==> config.mk <==
export PLATFORM = sky130hd
export DESIGN_NAME = mem_port_arbiter_flat
export DESIGN_NICKNAME = d
export VERILOG_FILES = /design/src/rtl/mem_port_arbiter_if.sv /design/src/rtl/mem_port_arbiter.sv /design/src/flat_wrapper.sv
export SDC_FILE = /design/constraint.sdc
export NUM_CORES = 1
export LEC_CHECK = 0
export CORE_MARGIN = 2
export CORE_UTILIZATION = 36
export DETAILED_ROUTE_END_ITERATION = 7
export GPL_ROUTABILITY_DRIVEN = 0
export MAX_ROUTING_LAYER = met4
export PLACE_DENSITY = 0.82
export SYNTH_ARGS = -nofsm -noshare
export SYNTH_HDL_FRONTEND = slang
export SYNTH_SLANG_ARGS = --single-unit
==> constraint.sdc <==
create_clock -name clk -period 2.1 [get_ports clk]
set_clock_uncertainty 0.1 [all_clocks]
set_input_delay 0.42 -clock clk [delete_from_list [all_inputs] [get_ports clk]]
set_output_delay 0.42 -clock clk [all_outputs]
set_load 0.02 [all_outputs]
==> src/rtl/mem_port_arbiter_if.sv <==
// Pipeline-side fetch/load-store ports and the unified memory req/ack port,
// grouped for the shared-memory arbiter.
interface mem_port_arbiter_if #(
    parameter int AW = 32,
    parameter int DW = 32
);
    logic          if_req;
    logic [AW-1:0] if_addr;
    logic          if_kill;
    logic [DW-1:0] if_rdata;
    logic          if_ready;

    logic          dm_req;
    logic          dm_we;
    logic [AW-1:0] dm_addr;
    logic [DW-1:0] dm_wdata;
    logic [DW-1:0] dm_rdata;
    logic          dm_ready;

    logic          pipe_stall;

    logic          mem_req;
    logic          mem_we;
    logic [AW-1:0] mem_addr;
    logic [DW-1:0] mem_wdata;
    logic [DW-1:0] mem_rdata;
    logic          mem_ack;

    // Arbiter side.
    modport slave (
        input  if_req, if_addr, if_kill, dm_req, dm_we, dm_addr, dm_wdata,
        input  mem_rdata, mem_ack,
        output if_rdata, if_ready, dm_rdata, dm_ready, pipe_stall,
        output mem_req, mem_we, mem_addr, mem_wdata
    );

    // Pipeline and memory side.
    modport master (
        output if_req, if_addr, if_kill, dm_req, dm_we, dm_addr, dm_wdata,
        output mem_rdata, mem_ack,
        input  if_rdata, if_ready, dm_rdata, dm_ready, pipe_stall,
        input  mem_req, mem_we, mem_addr, mem_wdata
    );
endinterface

==> src/rtl/mem_port_arbiter.sv <==
// Serialises instruction fetch and load/store accesses onto one single-port memory
// and stalls the pipeline until every access wanted this cycle has completed.
//
//   state   | meaning
//   IDLE    | no memory transaction outstanding; arbitrate (DM over IF)
//   BUSY_IF | fetch transaction issued, waiting for mem_ack
//   BUSY_DM | load/store transaction issued, waiting for mem_ack
module mem_port_arbiter #(
    parameter int AW = 32,
    parameter int DW = 32
) (
    input  logic                clk,
    input  logic                rst,
    mem_port_arbiter_if.slave   bus
);
    typedef enum logic [1:0] {IDLE, BUSY_IF, BUSY_DM} state_t;

    state_t        r_state;
    state_t        w_state_nxt;
    logic          r_mem_req;
    logic          r_mem_we;
    logic [AW-1:0] r_mem_addr;
    logic [DW-1:0] r_mem_wdata;
    logic [DW-1:0] r_if_data;
    logic [DW-1:0] r_dm_data;
    logic          r_if_done;
    logic          r_dm_done;
    logic          r_drop;

    logic w_if_pend;
    logic w_dm_pend;
    logic w_grant_if;
    logic w_grant_dm;
    logic w_if_ack;
    logic w_dm_ack;
    logic w_if_ready;
    logic w_stall;

    assign w_if_pend  = bus.if_req & ~r_if_done & ~bus.if_kill;
    assign w_dm_pend  = bus.dm_req & ~r_dm_done;
    assign w_if_ack   = (r_state == BUSY_IF) & bus.mem_ack;
    assign w_dm_ack   = (r_state == BUSY_DM) & bus.mem_ack;
    // A fetch killed while in flight still completes on the bus but is never reported.
    assign w_if_ready = w_if_ack & ~r_drop;
    assign w_stall    = (bus.if_req & ~bus.if_kill & ~(r_if_done | w_if_ready))
                      | (bus.dm_req & ~(r_dm_done | w_dm_ack));

    assign bus.if_ready   = w_if_ready;
    assign bus.dm_ready   = w_dm_ack;
    assign bus.if_rdata   = w_if_ready ? bus.mem_rdata : r_if_data;
    assign bus.dm_rdata   = w_dm_ack   ? bus.mem_rdata : r_dm_data;
    assign bus.pipe_stall = w_stall;
    assign bus.mem_req    = r_mem_req;
    assign bus.mem_we     = r_mem_we;
    assign bus.mem_addr   = r_mem_addr;
    assign bus.mem_wdata  = r_mem_wdata;

    always_comb begin
        w_state_nxt = r_state;
        w_grant_if  = 1'b0;
        w_grant_dm  = 1'b0;
        case (r_state)
            IDLE: begin
                // The MEM-stage access belongs to the older instruction, so it goes first.
                if (w_dm_pend) begin
                    w_grant_dm  = 1'b1;
                    w_state_nxt = BUSY_DM;
                end else if (w_if_pend) begin
                    w_grant_if  = 1'b1;
                    w_state_nxt = BUSY_IF;
                end
            end
            BUSY_IF, BUSY_DM: begin
                if (bus.mem_ack) w_state_nxt = IDLE;
            end
            default: w_state_nxt = IDLE;
        endcase
    end

    always_ff @(posedge clk) begin
        if (rst) begin
            r_state     <= IDLE;
            r_mem_req   <= 1'b0;
            r_mem_we    <= 1'b0;
            r_mem_addr  <= '0;
            r_mem_wdata <= '0;
            r_if_data   <= '0;
            r_dm_data   <= '0;
            r_if_done   <= 1'b0;
            r_dm_done   <= 1'b0;
            r_drop      <= 1'b0;
        end else begin
            r_state <= w_state_nxt;

            if (w_grant_dm) begin
                r_mem_req   <= 1'b1;
                r_mem_we    <= bus.dm_we;
                r_mem_addr  <= bus.dm_addr;
                r_mem_wdata <= bus.dm_wdata;
            end else if (w_grant_if) begin
                r_mem_req   <= 1'b1;
                r_mem_we    <= 1'b0;
                r_mem_addr  <= bus.if_addr;
                r_mem_wdata <= '0;
            end else if (w_if_ack || w_dm_ack) begin
                r_mem_req   <= 1'b0;
            end

            if (w_if_ready) r_if_data <= bus.mem_rdata;
            if (w_dm_ack)   r_dm_data <= bus.mem_rdata;

            // Pipeline advancing consumes both results; otherwise completed work is remembered.
            if (!w_stall) begin
                r_if_done <= 1'b0;
                r_dm_done <= 1'b0;
            end else begin
                if (bus.if_kill)     r_if_done <= 1'b0;
                else if (w_if_ready) r_if_done <= 1'b1;
                if (w_dm_ack)        r_dm_done <= 1'b1;
            end

            if (w_if_ack)                                r_drop <= 1'b0;
            else if (bus.if_kill && r_state == BUSY_IF)  r_drop <= 1'b1;
        end
    end
endmodule

==> src/flat_wrapper.sv <==
// flat-port wrapper written by rule: the top's interface ports become plain ports
module mem_port_arbiter_flat 
#(
    parameter int AW = 32,
    parameter int DW = 32
)
  (clk, rst, bus_if_req, bus_if_addr, bus_if_kill, bus_dm_req, bus_dm_we, bus_dm_addr, bus_dm_wdata, bus_mem_rdata, bus_mem_ack, bus_if_rdata, bus_if_ready, bus_dm_rdata, bus_dm_ready, bus_pipe_stall, bus_mem_req, bus_mem_we, bus_mem_addr, bus_mem_wdata);
  mem_port_arbiter_if #(.AW(AW), .DW(DW)) bus_i ();
  input  logic clk;
  input  logic rst;
  input wire logic [$bits(bus_i.if_req)-1:0] bus_if_req;
  input wire logic [$bits(bus_i.if_addr)-1:0] bus_if_addr;
  input wire logic [$bits(bus_i.if_kill)-1:0] bus_if_kill;
  input wire logic [$bits(bus_i.dm_req)-1:0] bus_dm_req;
  input wire logic [$bits(bus_i.dm_we)-1:0] bus_dm_we;
  input wire logic [$bits(bus_i.dm_addr)-1:0] bus_dm_addr;
  input wire logic [$bits(bus_i.dm_wdata)-1:0] bus_dm_wdata;
  input wire logic [$bits(bus_i.mem_rdata)-1:0] bus_mem_rdata;
  input wire logic [$bits(bus_i.mem_ack)-1:0] bus_mem_ack;
  output wire logic [$bits(bus_i.if_rdata)-1:0] bus_if_rdata;
  output wire logic [$bits(bus_i.if_ready)-1:0] bus_if_ready;
  output wire logic [$bits(bus_i.dm_rdata)-1:0] bus_dm_rdata;
  output wire logic [$bits(bus_i.dm_ready)-1:0] bus_dm_ready;
  output wire logic [$bits(bus_i.pipe_stall)-1:0] bus_pipe_stall;
  output wire logic [$bits(bus_i.mem_req)-1:0] bus_mem_req;
  output wire logic [$bits(bus_i.mem_we)-1:0] bus_mem_we;
  output wire logic [$bits(bus_i.mem_addr)-1:0] bus_mem_addr;
  output wire logic [$bits(bus_i.mem_wdata)-1:0] bus_mem_wdata;
  assign bus_i.if_req = bus_if_req;
  assign bus_i.if_addr = bus_if_addr;
  assign bus_i.if_kill = bus_if_kill;
  assign bus_i.dm_req = bus_dm_req;
  assign bus_i.dm_we = bus_dm_we;
  assign bus_i.dm_addr = bus_dm_addr;
  assign bus_i.dm_wdata = bus_dm_wdata;
  assign bus_i.mem_rdata = bus_mem_rdata;
  assign bus_i.mem_ack = bus_mem_ack;
  assign bus_if_rdata = bus_i.if_rdata;
  assign bus_if_ready = bus_i.if_ready;
  assign bus_dm_rdata = bus_i.dm_rdata;
  assign bus_dm_ready = bus_i.dm_ready;
  assign bus_pipe_stall = bus_i.pipe_stall;
  assign bus_mem_req = bus_i.mem_req;
  assign bus_mem_we = bus_i.mem_we;
  assign bus_mem_addr = bus_i.mem_addr;
  assign bus_mem_wdata = bus_i.mem_wdata;
  mem_port_arbiter #(.AW(AW), .DW(DW)) u_core (.clk(clk), .rst(rst), .bus(bus_i));
endmodule
# Yosys cells after proc, flatten, opt, wreduce, memory -nomap -nowiden
# Index checks and enable logic that the tools add are counted.
totals:
  regBits: 135
  input_bits: 135
classes:
  eq_ne: 4
  muxes: 20
  n_bitwise: 19
  n_reduce_logical: 10
ops:
  columns: ["operator", "count"]
  rows:
  - ["$mux 32", 6]
  - ["$mux 1", 10]
  - ["$and 1x1->1", 9]
  - ["$not 1->1", 7]
  - ["$mux 2", 3]
  - ["$reduce_or 2->1", 3]
  - ["$pmux 2 s2", 1]
  - ["$ne 3x1->1 const B", 1]
  - ["$or 1x1->1", 3]
  - ["$reduce_bool 3->1", 1]
  - ["$reduce_or 3->1", 1]
  - ["$eq 2x1->1 const B", 1]
  - ["$eq 2x2->1 const B", 1]
  - ["$logic_not 2->1", 1]
  - ["$ne 2x2->1 const B", 1]
  - ["$reduce_and 2->1", 1]
  - ["$reduce_bool 2->1", 1]
  - ["$logic_and 1x1->1", 1]
  - ["$logic_or 1x1->1", 1]

# Depth between registers and ports, before layout
logic_depth:
  word_depth: 9
  mapped_depth: 7
  depth_no_buf: 6

# Worst setup path before layout
# Ideal clock, no wire load.
synth_timing:
  path_kind: "input to output"
  startpoint: "in bus_if_kill"
  endpoint: "out bus_pipe_stall"
  arrival_time_ns: 1.534
  t_required_ns: 1.580
  path_slack_ns: 0.046
  stages: 4
  path_buffers: 2
  path_cell_list: "or3b_1 buf_2 buf_6 o21ai_0"
synth_via:
  elab_chain_cells: 4
synth_rtl:
  columns: ["item", "line_no", "rtl"]
  rows:
  - ["start: declaration", "flat_wrapper.sv:13", "input wire logic [$bits(bus_i.if_kill)-1:0] bus_if_kill;"]
  - ["$not 1->1", "mem_port_arbiter.sv:45", "assign w_stall = (bus.if_req & ~bus.if_kill & ~(r_if_done | w_if_ready))"]
  - ["$and 1x1->1 (2 in series)", "mem_port_arbiter.sv:45", null]
  - ["$or 1x1->1", "mem_port_arbiter.sv:46", "| (bus.dm_req & ~(r_dm_done | w_dm_ack));"]
  - ["end: declaration", "flat_wrapper.sv:24", "output wire logic [$bits(bus_i.pipe_stall)-1:0] bus_pipe_stall;"]
# No other way between the ends.

# Final worst setup path
layout_timing:
  startpoint: "reg u_core.r_state[1]"
  endpoint: "out bus_if_rdata[8]"
layout_via:
  elab_chain_cells: 4
layout_rtl:
  columns: ["item", "line_no", "rtl"]
  rows:
  - ["start: declaration", "mem_port_arbiter.sv:18", "state_t r_state;"]
  - ["start signal: assignment", "mem_port_arbiter.sv:93", "r_state <= w_state_nxt;"]
  - ["$eq 2x1->1", "mem_port_arbiter.sv:41", "assign w_if_ack = (r_state == BUSY_IF) & bus.mem_ack;"]
  - ["$and 1x1->1", "mem_port_arbiter.sv:41", null]
  - ["$and 1x1->1", "mem_port_arbiter.sv:44", "assign w_if_ready = w_if_ack & ~r_drop;"]
  - ["$mux 32", null, null]
  - ["end: declaration", "flat_wrapper.sv:20", "output wire logic [$bits(bus_i.if_rdata)-1:0] bus_if_rdata;"]
# No other way between the ends.

==> impl_metrics.csv <==
group,metric,value,unit
final_layout,fill_cells,1315,
synthesis,synth-main-ff-cell,"dfxtp_1",
grt,grtUsageMet2,37.9,%
status,violations,"negative setup slack",
grt,busiest_layer,"met2",
setup_path,cp_common_cell,"buf_6",
grt,use_met1,26.8,%
final_layout,final_nets,1034,
pwr,vdd_drop_max,0.000498,V
setup_path,crit_slowest_cell,"dfxtp_2",
clocking,cts_root_buf,"clkbuf_16",
grt,grt_overflow_total,0,
hold_path,hp-class,"input pin to flop",
hold_path,min-delay-start,"rst",
sta,maxSlewHeadroom,57.6,%
detailed_routing,vias_per_cell,5.00,
final_layout,stdcell_count,1125,
pwr,p_seq_share,36.3,%
setup_path,cpPeakStageDelay,0.35,ns
pwr,comb_power_share,25.3,%
sta,fin_setup_tns,-17.61,ns
detailed_routing,drtAntennaViolNets,0,
setup_path,worstSetupPathType,"flop to output pin",
pwr,power_switching,2.28,mW
detailed_routing,drt-initial-drc-count,187,
synthesis,avgSynthCellArea,9.36,sq um
setup_path,worst_setup_path_end_kind,"output pin",
synthesis,yosysWarnings,0,
floorplanning,row_count,46,
floorplanning,core-area,15800,sq um
synthesis,synth_seq_cells,135,
sta,period_needed,2.42,ns
setup_path,worstReg2RegStart,"u_core.r_state[1]",
clocking,clock_sinks,135,
floorplanning,pin_count,268,
placement,dp_hpwl,12500,microns
placement,dp_cells,1074,
grt,grt_first_pass_wirelength,29200,microns
final_layout,drive_above_1_share,25.5,%
synthesis,seq_area_frac_synth,46.8,%
pwr,p_int,5.55,mW
setup_path,critPathArrivalTime,1.90,ns
setup_path,cp_max_fo,7,
placement,port_buffers,267,
clocking,hold_buffers,0,
synthesis,yosys.area.top_type_share,46.8,%
synthesis,synth_edf_count,0,
sta,setup_violations,66,
detailed_routing,via_count,5626,
synthesis,yosysTopAreaCell,"dfxtp_1",
sta,fmax,412,MHz
sta,rsz0062_at_grt,"yes",
grt,grt_max_degree,65,
final_layout,seq_area,2710,sq um
synthesis,ys_types,30,
flow_run,drv_cap,0,
floorplanning,start_util,36.6,%
pwr,power.density,783,nW/um^2
setup_path,path_cells,"inv_2 -> ha_4 -> nand3b_1 -> buf_6 -> buf_12 -> mux2_4 -> buf_6",
synthesis,syn-num-nets,755,
pwr,pwr-share-clk,38.4,%
clocking,clk_path_buf_depth,2,
grt,grt_pass1_vias,5636,
detailed_routing,wire_per_inst,17.2,microns
floorplanning,die_h,131,microns
pwr,power.leakage,4.04,nW
setup_path,cp_top_family,"buffers and inverters",
grt,grtUsageTotal,22.7,%
detailed_routing,drcViolationCount,0,
clocking,htreeDepth,4,
sta,drv_slew,0,
final_layout,multiInputGateArea,3030,sq um
clocking,clk_pin_slew,0.06,ns
sta,worst_pin_slew,0.636,ns
clocking,numCtsBuffers,17,
pwr,power.share.switching,29.1,%
final_layout,antennaDiodeCount,0,
setup_path,required,1.58,ns
synthesis,synth_common_cells,"135 x dfxtp_1, 66 x nor4_1, 65 x nor2b_1",
floorplanning,die_x,131,microns
final_layout,final_util,63.4,%
clocking,clock_latency,0.41,ns
setup_path,startpoint,"u_core.r_state[1]",
grt,antenna_found_initial,0,
setup_path,crit_buf_inv,4,
status,outcome,"complete, but fails checks",
sta,final_hold_viol_count,0,
clocking,cts_tree,"done",
synthesis,syn_inst,617,
synthesis,synth_area,5780,sq um
setup_path,start_kind,"flop",
grt,grt_util_met3,6.15,%
sta,worst_slack,-0.325,ns
synthesis,synthArstFlopShare,0,%
sta,min_period_over_period,115,%
detailed_routing,routed_wl,19300,microns
synthesis,synthTopCellsByArea,"dfxtp_1 47%, mux2_2 8.4%, nor4_1 7.1%",
floorplanning,die-area,17100,sq um
detailed_routing,drtPass1Iterations,4,
synthesis,synth_most_common_cell,"dfxtp_1",
final_layout,area_growth,73.1,%
## sequential cells by signal (all words and copies together) (netlist names)
register / flops
u_core.bus.mem_we: 1
u_core.r_if_done: 1
u_core.bus.mem_req: 1
u_core.bus.mem_wdata: 32
u_core.bus.mem_addr: 32
u_core.r_if_data: 32
u_core.r_state: 2
u_core.r_dm_done: 1
u_core.r_dm_data: 32
u_core.r_drop: 1
## layer usage
layer  vias to the layer above  wire length, microns  share of wire, %
li1                       2757                     -                 -
met4                         0                   318               1.6
met1                      2635                  8180                42
met3                        23                  1440               7.4
met2                       211                  9390                49
met5                         -                     0                 0
## final timing paths
kind / cells past startpoint / slack (ns) / to
max: 7 / -0.32 / bus_if_rdata[8]
min: 2 / 0.35 / u_core.bus.mem_we
max reg2reg: 8 / 0.28 / u_core.r_if_data[2]
min reg2reg: 2 / 0.36 / u_core.bus.mem_wdata[28]
## area by class of cell
cell class | instances | share of cell area (%)
repair buffers | 320 | 33.7
clock inverters | 15 | 1.65
inverters | 5 | 0.288
flip-flops and latches | 135 | 27.1
well taps | 216 | 2.70
clock buffers | 17 | 4.25
multi-input cells | 417 | 30.3
## cell families after synthesis
logic type      share of synthesized area [%]
mux                                      12.6
simple gates                             27.2
compound gates                           7.13
buf+inv                                  5.63
flops                                    46.8
fa+ha+maj                               0.650
## worst reg2reg max path: cells and delay by family (launching register included)
kind / cells / cell delay, ns
adders and majority gates: 1 / 0.15
buffers and inverters: 4 / 0.52
DFF: 1 / 0.35
muxes: 1 / 0.32
and+or+nand+nor: 2 / 0.26
## power by group through the flow
| stage | logic, mW | clock network [mW] | registers [mW] |
|---|---|---|---|
| 3_3_place_gp | 1.79 | 0 | 2.88 |
| 4_1_cts | 1.95 | 3.07 | 2.84 |
| 6_report | 1.98 | 3.01 | 2.84 |
| 5_1_grt | 2.12 | 3.18 | 2.86 |
| 2_1_floorplan | 0.775 | 0 | 3.04 |
| 3_5_place_dp | 1.81 | 0 | 2.89 |
## repair_timing
item | CTS | global route
resized for setup | 461 | 20
buffers inserted | 9 | 6
cloned | 5 | 2
setup endpoints to repair | 67 | 67
pin swaps | 1 | 1
## per-stage QoR
stage / area [sq um] / worst slack [ns] / hold WS, ns / total power [mW]
2_1_floorplan: 5780 / 0.0462 / 0.372 / 3.81
3_3_place_gp: 8790 / -0.684 / 0.352 / 4.68
4_1_cts: 9890 / -0.391 / 0.326 / 7.86
3_5_place_dp: 8790 / -0.710 / 0.357 / 4.70
6_report: 10000 / -0.325 / 0.346 / 7.83
5_1_grt: 10000 / -0.402 / 0.353 / 8.16
## layout by cell type, fill, tap and decap left out, drive strengths merged, types with 4 or more instances in the layout
cell type	synthesis	routed
a21oi	36	36
buf	38	119
clkbuf	22	19
clkdlybuf4s50	0	198
clkinv	0	4
dfxtp	135	135
inv	5	11
mux2	64	64
nand2	37	37
nand2b	34	34
nand3	34	34
nor2b	65	65
nor3	32	32
nor4	66	66
o22ai	32	32
No activity file was read; power rests on OpenSTA's default activity.
